### src/rtl/data_mem_resp_if.sv
// CPU data-RAM port bundle: request, write data, read data and stall.
// The master modport is the core side; the slave modport is the responder.
interface data_mem_resp_if;
   logic        ram_ce_i;
   logic        ram_we_i;
   logic [31:0] ram_addr_i;
   logic [3:0]  ram_sel_i;
   logic [31:0] ram_data_i;
   logic [31:0] ram_data_o;
   logic        stallreq_o;

   modport master (
      output ram_ce_i, ram_we_i, ram_addr_i, ram_sel_i, ram_data_i,
      input  ram_data_o, stallreq_o
   );

   modport slave (
      input  ram_ce_i, ram_we_i, ram_addr_i, ram_sel_i, ram_data_i,
      output ram_data_o, stallreq_o
   );
endinterface

### src/rtl/data_mem_resp.sv
// Data-RAM responder: splits one word/sub-word CPU request into single-byte
// accesses on an 8-bit SRAM port, assembles read data and stalls the core
// until the access completes.
module data_mem_resp #(
   parameter int ADDR_W = 17
) (
   input  logic              clk,
   input  logic              rst,
   data_mem_resp_if.slave    bus,
   output logic              ext_ce_o,
   output logic              ext_we_o,
   output logic [ADDR_W-1:0] ext_addr_o,
   output logic [7:0]        ext_wdata_o,
   input  logic [7:0]        ext_rdata_i
);

   typedef enum logic [1:0] {IDLE, ISSUE, WAIT, DONE} state_t;

   state_t              state, state_nx;
   logic                we_q;
   logic [3:0]          mask_q;
   logic [ADDR_W-3:0]   word_q;
   logic [31:0]         wdata_q;
   logic [31:0]         rdata_q;
   logic [1:0]          prev_lane_q;
   logic                prev_vld_q;

   logic [1:0]          lane;
   logic [3:0]          lane_bit;
   logic                last;

   // Address bits outside the external word address are intentionally ignored.
   logic unused_addr;
   assign unused_addr = ^{bus.ram_addr_i[31:ADDR_W], bus.ram_addr_i[1:0]};

   // Pick the lowest-numbered lane still pending.
   always_comb begin
      // NOTE: every combinational output gets a default first so no path leaves it unassigned (no latch).
      lane = 2'd0;
      if (mask_q[0])      lane = 2'd0;
      else if (mask_q[1]) lane = 2'd1;
      else if (mask_q[2]) lane = 2'd2;
      else                lane = 2'd3;
   end

   assign lane_bit = 4'b0001 << lane;
   assign last     = ((mask_q & ~lane_bit) == 4'b0000);

   // Freeze the pipeline while a request is in flight; released in DONE or under reset.
   assign bus.stallreq_o = rst & bus.ram_ce_i & (state != DONE);
   assign bus.ram_data_o = rdata_q;

   // State register.
   always_ff @(posedge clk or negedge rst) begin
      // NOTE: sequential state uses non-blocking assignments so all registers update together at the edge.
      if (!rst) state <= IDLE;
      else      state <= state_nx;
   end

   // Next state and external strobe; a dropped request aborts and gates the strobe at once.
   always_comb begin
      state_nx    = state;
      ext_ce_o    = 1'b0;
      ext_we_o    = 1'b0;
      ext_addr_o  = '0;
      ext_wdata_o = 8'h00;
      unique case (state)
         IDLE: begin
            if (bus.ram_ce_i)
               state_nx = (bus.ram_sel_i == 4'b0000) ? DONE : ISSUE;
         end
         ISSUE: begin
            if (!bus.ram_ce_i) begin
               state_nx = IDLE;
            end else begin
               ext_ce_o    = 1'b1;
               ext_we_o    = we_q;
               ext_addr_o  = {word_q, lane};
               ext_wdata_o = wdata_q[{lane, 3'b000} +: 8];
               if (last) state_nx = we_q ? DONE : WAIT;
            end
         end
         WAIT:    state_nx = bus.ram_ce_i ? DONE : IDLE;
         DONE:    state_nx = IDLE;
      endcase
   end

   // Request latch, lane bookkeeping and read-data assembly.
   always_ff @(posedge clk or negedge rst) begin
      if (!rst) begin
         we_q        <= 1'b0;
         mask_q      <= 4'b0000;
         word_q      <= '0;
         wdata_q     <= 32'h0;
         rdata_q     <= 32'h0;
         prev_lane_q <= 2'd0;
         prev_vld_q  <= 1'b0;
      end else begin
         case (state)
            IDLE: begin
               if (bus.ram_ce_i) begin
                  we_q       <= bus.ram_we_i;
                  mask_q     <= bus.ram_sel_i;
                  word_q     <= bus.ram_addr_i[ADDR_W-1:2];
                  wdata_q    <= bus.ram_data_i;
                  rdata_q    <= 32'h0;
                  prev_vld_q <= 1'b0;
               end
            end
            ISSUE: begin
               if (bus.ram_ce_i) begin
                  mask_q <= mask_q & ~lane_bit;
                  // Read byte for the lane strobed last cycle arrives now.
                  if (prev_vld_q)
                     rdata_q[{prev_lane_q, 3'b000} +: 8] <= ext_rdata_i;
                  prev_lane_q <= lane;
                  prev_vld_q  <= ~we_q;
               end
            end
            WAIT: begin
               if (bus.ram_ce_i && prev_vld_q)
                  rdata_q[{prev_lane_q, 3'b000} +: 8] <= ext_rdata_i;
               prev_vld_q <= 1'b0;
            end
            default: ;
         endcase
      end
   end

endmodule
### src/flat_wrapper.sv
// flat-port wrapper written by rule: the top's interface ports become plain ports
module data_mem_resp_flat 
#(
   parameter int ADDR_W = 17
)
  (clk, rst, ext_ce_o, ext_we_o, ext_addr_o, ext_wdata_o, ext_rdata_i, bus_ram_ce_i, bus_ram_we_i, bus_ram_addr_i, bus_ram_sel_i, bus_ram_data_i, bus_ram_data_o, bus_stallreq_o);
  data_mem_resp_if bus_i ();
  input  logic clk;
  input  logic rst;
  output logic ext_ce_o;
  output logic ext_we_o;
  output logic [ADDR_W-1:0] ext_addr_o;
  output logic [7:0] ext_wdata_o;
  input  logic [7:0] ext_rdata_i;
  input wire logic [$bits(bus_i.ram_ce_i)-1:0] bus_ram_ce_i;
  input wire logic [$bits(bus_i.ram_we_i)-1:0] bus_ram_we_i;
  input wire logic [$bits(bus_i.ram_addr_i)-1:0] bus_ram_addr_i;
  input wire logic [$bits(bus_i.ram_sel_i)-1:0] bus_ram_sel_i;
  input wire logic [$bits(bus_i.ram_data_i)-1:0] bus_ram_data_i;
  output wire logic [$bits(bus_i.ram_data_o)-1:0] bus_ram_data_o;
  output wire logic [$bits(bus_i.stallreq_o)-1:0] bus_stallreq_o;
  assign bus_i.ram_ce_i = bus_ram_ce_i;
  assign bus_i.ram_we_i = bus_ram_we_i;
  assign bus_i.ram_addr_i = bus_ram_addr_i;
  assign bus_i.ram_sel_i = bus_ram_sel_i;
  assign bus_i.ram_data_i = bus_ram_data_i;
  assign bus_ram_data_o = bus_i.ram_data_o;
  assign bus_stallreq_o = bus_i.stallreq_o;
  data_mem_resp #(.ADDR_W(ADDR_W)) u_core (.clk(clk), .rst(rst), .bus(bus_i), .ext_ce_o(ext_ce_o), .ext_we_o(ext_we_o), .ext_addr_o(ext_addr_o), .ext_wdata_o(ext_wdata_o), .ext_rdata_i(ext_rdata_i));
endmodule
### config.mk
export PLATFORM = sky130hd
export DESIGN_NAME = data_mem_resp_flat
export DESIGN_NICKNAME = d
export VERILOG_FILES = /design/src/rtl/data_mem_resp_if.sv /design/src/rtl/data_mem_resp.sv /design/src/flat_wrapper.sv
export SDC_FILE = /design/constraint.sdc
export NUM_CORES = 1
export LEC_CHECK = 0
export ABC_CLOCK_PERIOD_IN_PS = 2450
export BUFFER_PORTS_ARGS = -buffer_cell sky130_fd_sc_hd__buf_4
export CAP_MARGIN = 20
export CORE_ASPECT_RATIO = 0.8
export CORE_MARGIN = 10
export CORE_UTILIZATION = 30
export DETAILED_ROUTE_END_ITERATION = 12
export GPL_TIMING_DRIVEN = 0
export HOLD_SLACK_MARGIN = 0.06
export PLACE_DENSITY = 0.57
export SETUP_SLACK_MARGIN = 0.2
export SYNTH_ARGS = -nofsm -noshare
export SYNTH_HDL_FRONTEND = slang
export SYNTH_SLANG_ARGS = --single-unit
### constraint.sdc
create_clock -name clk -period 2.45 [get_ports clk]
set_input_delay 0.1225 -clock clk [delete_from_list [all_inputs] [get_ports clk]]
set_output_delay 0.1225 -clock clk [all_outputs]
set_load 0.02 [all_outputs]
==> results.md, run 1 <==
- Clock root buffer master: clkbuf_16
- DP HPWL: ~9400 um
- Worst EP required: around 2.7 ns
- Met1 WL: between 5000 and 6000 um
- P&R area growth vs syn: 45.6%
- Syn_nets: approximately 440
- Die span in y: around 130 um
- Worst rel slew slack: 54.0%
- Distinct cells, synth: 36
- Final min period: between 2 and 2.5 ns
- ANT nets after route: 0
- Drt first pass iters: 4
- Placeable Area: ~14000 um2
- Crit path largest cell delay: about 0.65 ns
- Met3 wire len: 593 um
- Power per cell area: approximately 1100 nW/um2
- Clk sink count: a little under 90
- Setup violations, final: 0
- Post-Syn Instances: between 300 and 400
- Critical-path cell list: inv_1, ha_1, nor4bb_2, and3_1, mux2_2
- Number of stages on the worst setup path: 5
- Crit end category: flip-flop
- Final #Nets: about 630
- Outcome: finished clean
- Final Hold Fails: 0
- Count of input and output buffers: 122
- Drt via density: approximately 4.7
- Leakage: 0.00314 uW
- RSZ-0062 raised after global routing: yes
- Area occupied by multi-input gates: a little over 2000 um2
- DRT Wirelength: ~13000 um
- CP max stage cell: nor4bb_2
- Initial core utilization: a little under a third
- Worst-Margin Slew: around 0.68 ns
- Synth Area per Inst: approximately 12 um2
- Num ports: 140
- #FFs+latches synth: 89
- CP delay by family, top: simple AND/OR/NAND/NOR gates
- Worst-skew pair later-pin latency: roughly 0.35 ns
- Cell area after synthesis: 4400 um2
- Reg area: ~2200 um2
- Max capacitance violation total: 0
- Vias in the first global route: between 3000 and 4000
- Buf+Inv Stages, Crit Path: 1
- Fillers: about 1300
- Final core occ: between 40% and 50%
- Routed wl met2: approximately 6400 um
- Fmax: roughly 470 MHz
- Largest net degree at the start of global routing: 60
- Area share of the largest cell type after synthesis: around half
- Number of flops mapped to enable cells by yosys: 0
- Share of flip-flops with an asynchronous set or reset: between 90% and 100%
- CTS buffer count: 9
- Setup TNS: 0 ns
- Max Used Layer: met4
- Final Cycle Share: between 80 and 90%
- # Post-CTS Setup Buffers: 0
- Max IR drop VDD: approximately 450 uV
- Initial antenna violation count: 0
- # rows: 39
- Drt wl/cell: around 18 um
- Routed via count: 3410
- CP Class: flip-flop to flip-flop
- Hold Path Class: primary input to flip-flop
- DRC viols: 0
- CTS tree: done
- Clock Path Buffers: 2
- Sequential share of the synthesized area: between 50% and 60%
- Worst setup SP type: flip-flop
- First-pass GRT wire length: just over 20000 um
- Dominant cells by area after synthesis: dfrtp_1, mux2_2, and3_1
- DRT iter0 DRCs: around 160
- Die footprint: approximately 20000 um2
- GRT Total Usage: 12.9%
- Chip Width: roughly 160 um
- Layout cells sized above 1: between 40% and 50%
- Final Skew: ~0.0042 ns
- Hold path depth: 3
- Synthesis Warnings: 0
- H-tree depth: 3
- Area leader, netlist: dfrtp_1
- Ant diodes: 0
- Gp weighted congestion: slightly below 0.8
- Clock-pin slew on the worst setup and hold paths: ~0.06 ns
- CP arrival: 2.42 ns
- Top post-synthesis cells by count: dfrtp_1, mux2_2, and3_1, clkbuf_1, nand2_1
- Worst reg2reg path depth: 5
- Top_reg_cell synth: dfrtp_1
- GRT overflow: 0
- Max-slew violations: 0
- Peak fanout along the critical path: 8
## final cells by class
cell class | count | area share, %
clock inverter | 7 | 1.60
sequential | 89 | 34.8
buffer | 21 | 1.56
tap | 184 | 3.59
clock buffer | 9 | 3.51
multi-input combinational | 236 | 32.2
inverter | 7 | 0.410
timing repair buffer | 172 | 22.4
## registers in the layout (all words and copies together) (netlist names)
signal	cells
u_core.bus.ram_data_o	32
u_core.wdata_q	32
u_core.word_q	15
u_core.mask_q	4
u_core.prev_lane_q	2
u_core.state	2
u_core.prev_vld_q	1
u_core.we_q	1
## worst register-to-register path, delay by kind of cell (launching register included)
family / cells / cell delay [ns]
and+or+nand+nor: 2 / 0.94
DFF: 1 / 0.49
adders and majority gates: 1 / 0.35
muxes: 1 / 0.15
buffers and inverters: 1 / 0.13
## cell usage in the layout, fill, tap and decap left out, types with 2 or more instances in the layout
master / Yosys / final
buf_4: 1 / 123
mux2_2: 89 / 89
dfrtp_1: 89 / 89
dlygate4sd3_1: 0 / 49
and3_1: 46 / 46
clkbuf_1: 12 / 11
nand2_1: 11 / 11
nand2b_1: 10 / 10
ha_1: 10 / 10
clkbuf_16: 0 / 9
buf_2: 7 / 8
o211ai_1: 8 / 8
a21oi_1: 8 / 8
nor2b_1: 8 / 8
inv_1: 7 / 7
o21ai_0: 5 / 5
o2bb2ai_1: 5 / 5
nor3_1: 4 / 4
a21oi_4: 4 / 4
a31oi_1: 3 / 3
mux2i_1: 3 / 3
and3b_1: 2 / 2
nor4bb_2: 0 / 2
and3_2: 2 / 2
nor4_1: 2 / 2
a21o_1: 2 / 2
nor2_1: 2 / 2
clkinv_4: 0 / 2
inv_6: 0 / 2
bufinv_16: 0 / 2
## routing by layer
metal  vias up  GRT usage [%]
met5         -              0
met3        11           4.06
met4         0           3.30
met1      1700           16.1
li1       1641              -
met2        58           21.3
## final timing paths
| kind | start | to | slack [ns] |
|---|---|---|---|
| max in group asynchronous | rst | u_core.mask_q[0] | 1.53 |
| hold reg to reg | u_core.wdata_q[12] | u_core.wdata_q[12] | 0.50 |
| setup / recovery | u_core.prev_lane_q[0] | u_core.bus.ram_data_o[19] | 0.32 |
| min in group asynchronous | rst | u_core.bus.ram_data_o[18] | 0.26 |
| hold / removal | bus_ram_sel_i[2] | u_core.mask_q[2] | 0.10 |
| setup reg to reg | u_core.prev_lane_q[0] | u_core.bus.ram_data_o[19] | 0.32 |
## through the flow
step,area (um2),cells,total power [uW],setup slack (ns),hold WS (ns)
after floorplan,4400,353,4590,0.648,-0.173
after global placement,5550,659,5590,0.169,0.355
after detailed placement,5580,660,5690,0.0783,0.105
after CTS,6400,725,7320,0.185,0.0908
after global routing,6410,725,7730,0.186,0.0989
final,6410,725,7230,0.322,0.101
## repair_timing
action | in CTS | in global routing
pin swaps | 0 | 0
hold buffers | 49 | 0
hold endpoints to repair | 79 | 0
setup endpoints to repair | 16 | 9
gates resized for setup | 2 | 2
## kinds of logic after synthesis
| family | Yosys count | synth area share, % |
|---|---|---|
| AOI/OAI and AO/OA | 40 | 7.33 |
| adders and majority gates | 10 | 2.84 |
| muxes | 92 | 23.4 |
| and+or+nand+nor | 94 | 13.0 |
| buffers and inverters | 28 | 2.84 |
| DFF | 89 | 50.6 |
## where the power goes
part / internal, uW / leakage [uW] / switching, uW / total (uW)
Clock: 904 / 0.000157 / 609 / 1510
Combinational: 1630 / 0.00186 / 1730 / 3360
Sequential: 2030 / 0.00112 / 327 / 2360
Total: 4570 / 0.00314 / 2670 / 7230
Note: power is estimated with default switching activity, not from simulation.
==> inputs of run 2 (changes only) <==
--- a/config.mk
+++ b/config.mk
@@ -14,7 +14,7 @@
 export DETAILED_ROUTE_END_ITERATION = 12
 export GPL_TIMING_DRIVEN = 0
 export HOLD_SLACK_MARGIN = 0.06
-export PLACE_DENSITY = 0.57
+export PLACE_DENSITY_LB_ADDON = 0.25
 export SETUP_SLACK_MARGIN = 0.2
 export SYNTH_ARGS = -nofsm -noshare
 export SYNTH_HDL_FRONTEND = slang
==> constraint.sdc (replaced) <==
create_clock -name clk -period 2.45 [get_ports clk]
set_input_delay 0.3675 -clock clk [delete_from_list [all_inputs] [get_ports clk]]
set_output_delay 0.3675 -clock clk [all_outputs]
set_load 0.02 [all_outputs]
==> results.md, run 2 (same netlist as run 1, synthesis figures left out) <==
- Outcome: finished clean (unchanged)
- Initial antenna violation count: 0 (unchanged)
- GRT Total Usage: 12.3% (was 12.9%)
- Vias in the first global route: 3649 (was 3796)
- Max IR drop VDD: 467 uV (was 445 uV)
- Peak fanout along the critical path: 10 (was 8)
- GRT overflow: 0 (unchanged)
- Max-slew violations: 0 (unchanged)
- Setup TNS: 0 ns (unchanged)
- DP HPWL: 9550 um (was 9440 um)
- CTS buffer count: 9 (unchanged)
- Clock root buffer master: clkbuf_16 (unchanged)
- Most frequent CP cell: buf_4
- Routed via count: 3243 (was 3410)
- CP arrival: 1.78 ns (was 2.42 ns)
- Count of input and output buffers: 122 (unchanged)
- Clk sink count: 89 (unchanged)
- # rows: 39 (unchanged)
- Ant diodes: 0 (unchanged)
- ANT nets after route: 0 (unchanged)
- CTS tree: done (unchanged)
- Worst-skew pair later-pin latency: 0.33 ns (was 0.35 ns)
- # Post-CTS Setup Buffers: 0 (unchanged)
- H-tree depth: 3 (unchanged)
- Drt first pass iters: 4 (unchanged)
- Clock-pin slew on the worst setup and hold paths: 0.07 ns (was 0.06 ns)
- Critical-path cell list: buf_4, mux2_2, o211ai_1, a21oi_1, buf_4 (was inv_1, ha_1, nor4bb_2, and3_1, mux2_2)
- First-pass GRT wire length: 19800 um (was 20700 um)
- DRT iter0 DRCs: 97 (was 156)
- Crit path largest cell delay: 0.42 ns (was 0.65 ns)
- Fmax: 466 MHz (was 470 MHz)
- Most frequent cells in the layout: buf_4, mux2_2, dfrtp_1, and3_1 (was buf_4, mux2_2, dfrtp_1, dlygate4sd3_1, and3_1)
- DRC viols: 0 (unchanged)
- Layout cells sized above 1: 52.2% (was 45.7%)
- Final #Nets: 579 (was 626)
- Worst EP required: 2.08 ns (was 2.74 ns)
- PnR Total Power: 7110 uW (was 7230 uW)
- Clock Path Buffers: 2 (unchanged)
- CP max stage cell: dfrtp_2 (was nor4bb_2)
- Worst-Margin Slew: 0.703 ns (was 0.679 ns)
- Initial core utilization: 30.7% (unchanged)
- Worst rel slew slack: 52.5% (was 54.0%)
- Drt via density: 4.78 (was 4.70)
- Die span in y: 128 um (unchanged)
- Max capacitance violation total: 0 (unchanged)
- Final Cycle Share: 87.6% (was 86.9%)
- Num ports: 140 (unchanged)
- Drt wl/cell: 18.5 um (was 17.7 um)
- DRT Wirelength: 12600 um (was 12900 um)
- Crit end category: output port (was flip-flop)
- Final min period: 2.15 ns (was 2.13 ns)
- RSZ-0062 raised after global routing: no (was yes)
- Final Skew: 0.00709 ns (was 0.00424 ns)
- Buf+Inv Stages, Crit Path: 2 (was 1)
- Die footprint: 20000 um2 (unchanged)
- CP Class: flip-flop to output port (was flip-flop to flip-flop)
- Most common cell after layout, fill and taps aside: buf_4 (unchanged)
- Placeable Area: 14300 um2 (unchanged)
- Final Hold Fails: 0 (unchanged)
- CP delay by family, top: flip-flops (was simple AND/OR/NAND/NOR gates)
- Power per cell area: 1200 nW/um2 (was 1130 nW/um2)
- Gp weighted congestion: 0.770 (was 0.774)
- Hold Path Class: primary input to flip-flop (unchanged)
- Setup violations, final: 0 (unchanged)
- P&R area growth vs syn: 35.2% (was 45.6%)
- Chip Width: 155 um (unchanged)
- Leakage: 0.00295 uW (was 0.00314 uW)
- Worst setup SP type: flip-flop (unchanged)
- Largest net degree at the start of global routing: 51 (was 60)
run 2: timing repair:
item                                    CTS  global route
hold endpoints to repair                 40             0
pin swaps                                 0             0
endpoints found under the setup margin   27            24
hold buffers                              2             0
gates resized for setup                   9            10
run 2: per-layer routing:
layer  part of all wire (%)  global-route usage (%)
met5                      0                       0
met4                   0.96                    2.91
met3                    6.0                    4.53
met2                     48                    20.0
met1                     45                    15.3
run 2: worst register-to-register path: cells and delay by family (launching register included):
kind,cells,cell delay (ns)
simple gates,2,0.93
flops,1,0.48
fa+ha+maj,1,0.36
mux,1,0.15
buf+inv,1,0.13
run 2: area by class of cell:
| cell class | count | area [um2] |
|---|---|---|
| Buffer | 21 | 118 |
| Clock buffer | 9 | 225 |
| Clock inverter | 7 | 76.3 |
| Fill cell | 1389 | 8400 |
| Inverter | 7 | 26.3 |
| Multi-Input combinational cell | 236 | 2070 |
| Sequential cell | 89 | 2230 |
| Tap cell | 184 | 230 |
| Timing Repair Buffer | 125 | 973 |
run 2: where the power goes:
part / switching [uW] / total (uW) / internal, uW
clock network: 603 / 1400 / 798
registers: 328 / 2360 / 2030
logic: 1740 / 3350 / 1620
total: 2670 / 7110 / 4450
run 2: final timing paths:
path	from	endpoint	slack, ns	cells past startpoint
max in group asynchronous	rst	u_core.mask_q[2]	1.62	3
min	bus_ram_addr_i[9]	u_core.word_q[7]	0.26	2
max	u_core.mask_q[2]	ext_wdata_o[3]	0.30	5
min reg2reg	u_core.we_q	u_core.prev_vld_q	0.50	1
min in group asynchronous	rst	u_core.bus.ram_data_o[6]	0.57	3
max reg2reg	u_core.prev_lane_q[0]	u_core.bus.ram_data_o[4]	0.34	5
run 2: stage by stage:
step	hold WS, ns	setup slack [ns]	area (um2)	utilization [%]	std cells
floorplan	0.0719	0.623	4400	-	353
global placement	0.474	0.237	5550	38.7	659
detailed placement	0.403	0.134	5580	38.9	660
CTS	0.247	0.186	5930	41.4	678
global route	0.243	0.200	5950	41.5	678
finish	0.259	0.303	5950	41.5	678
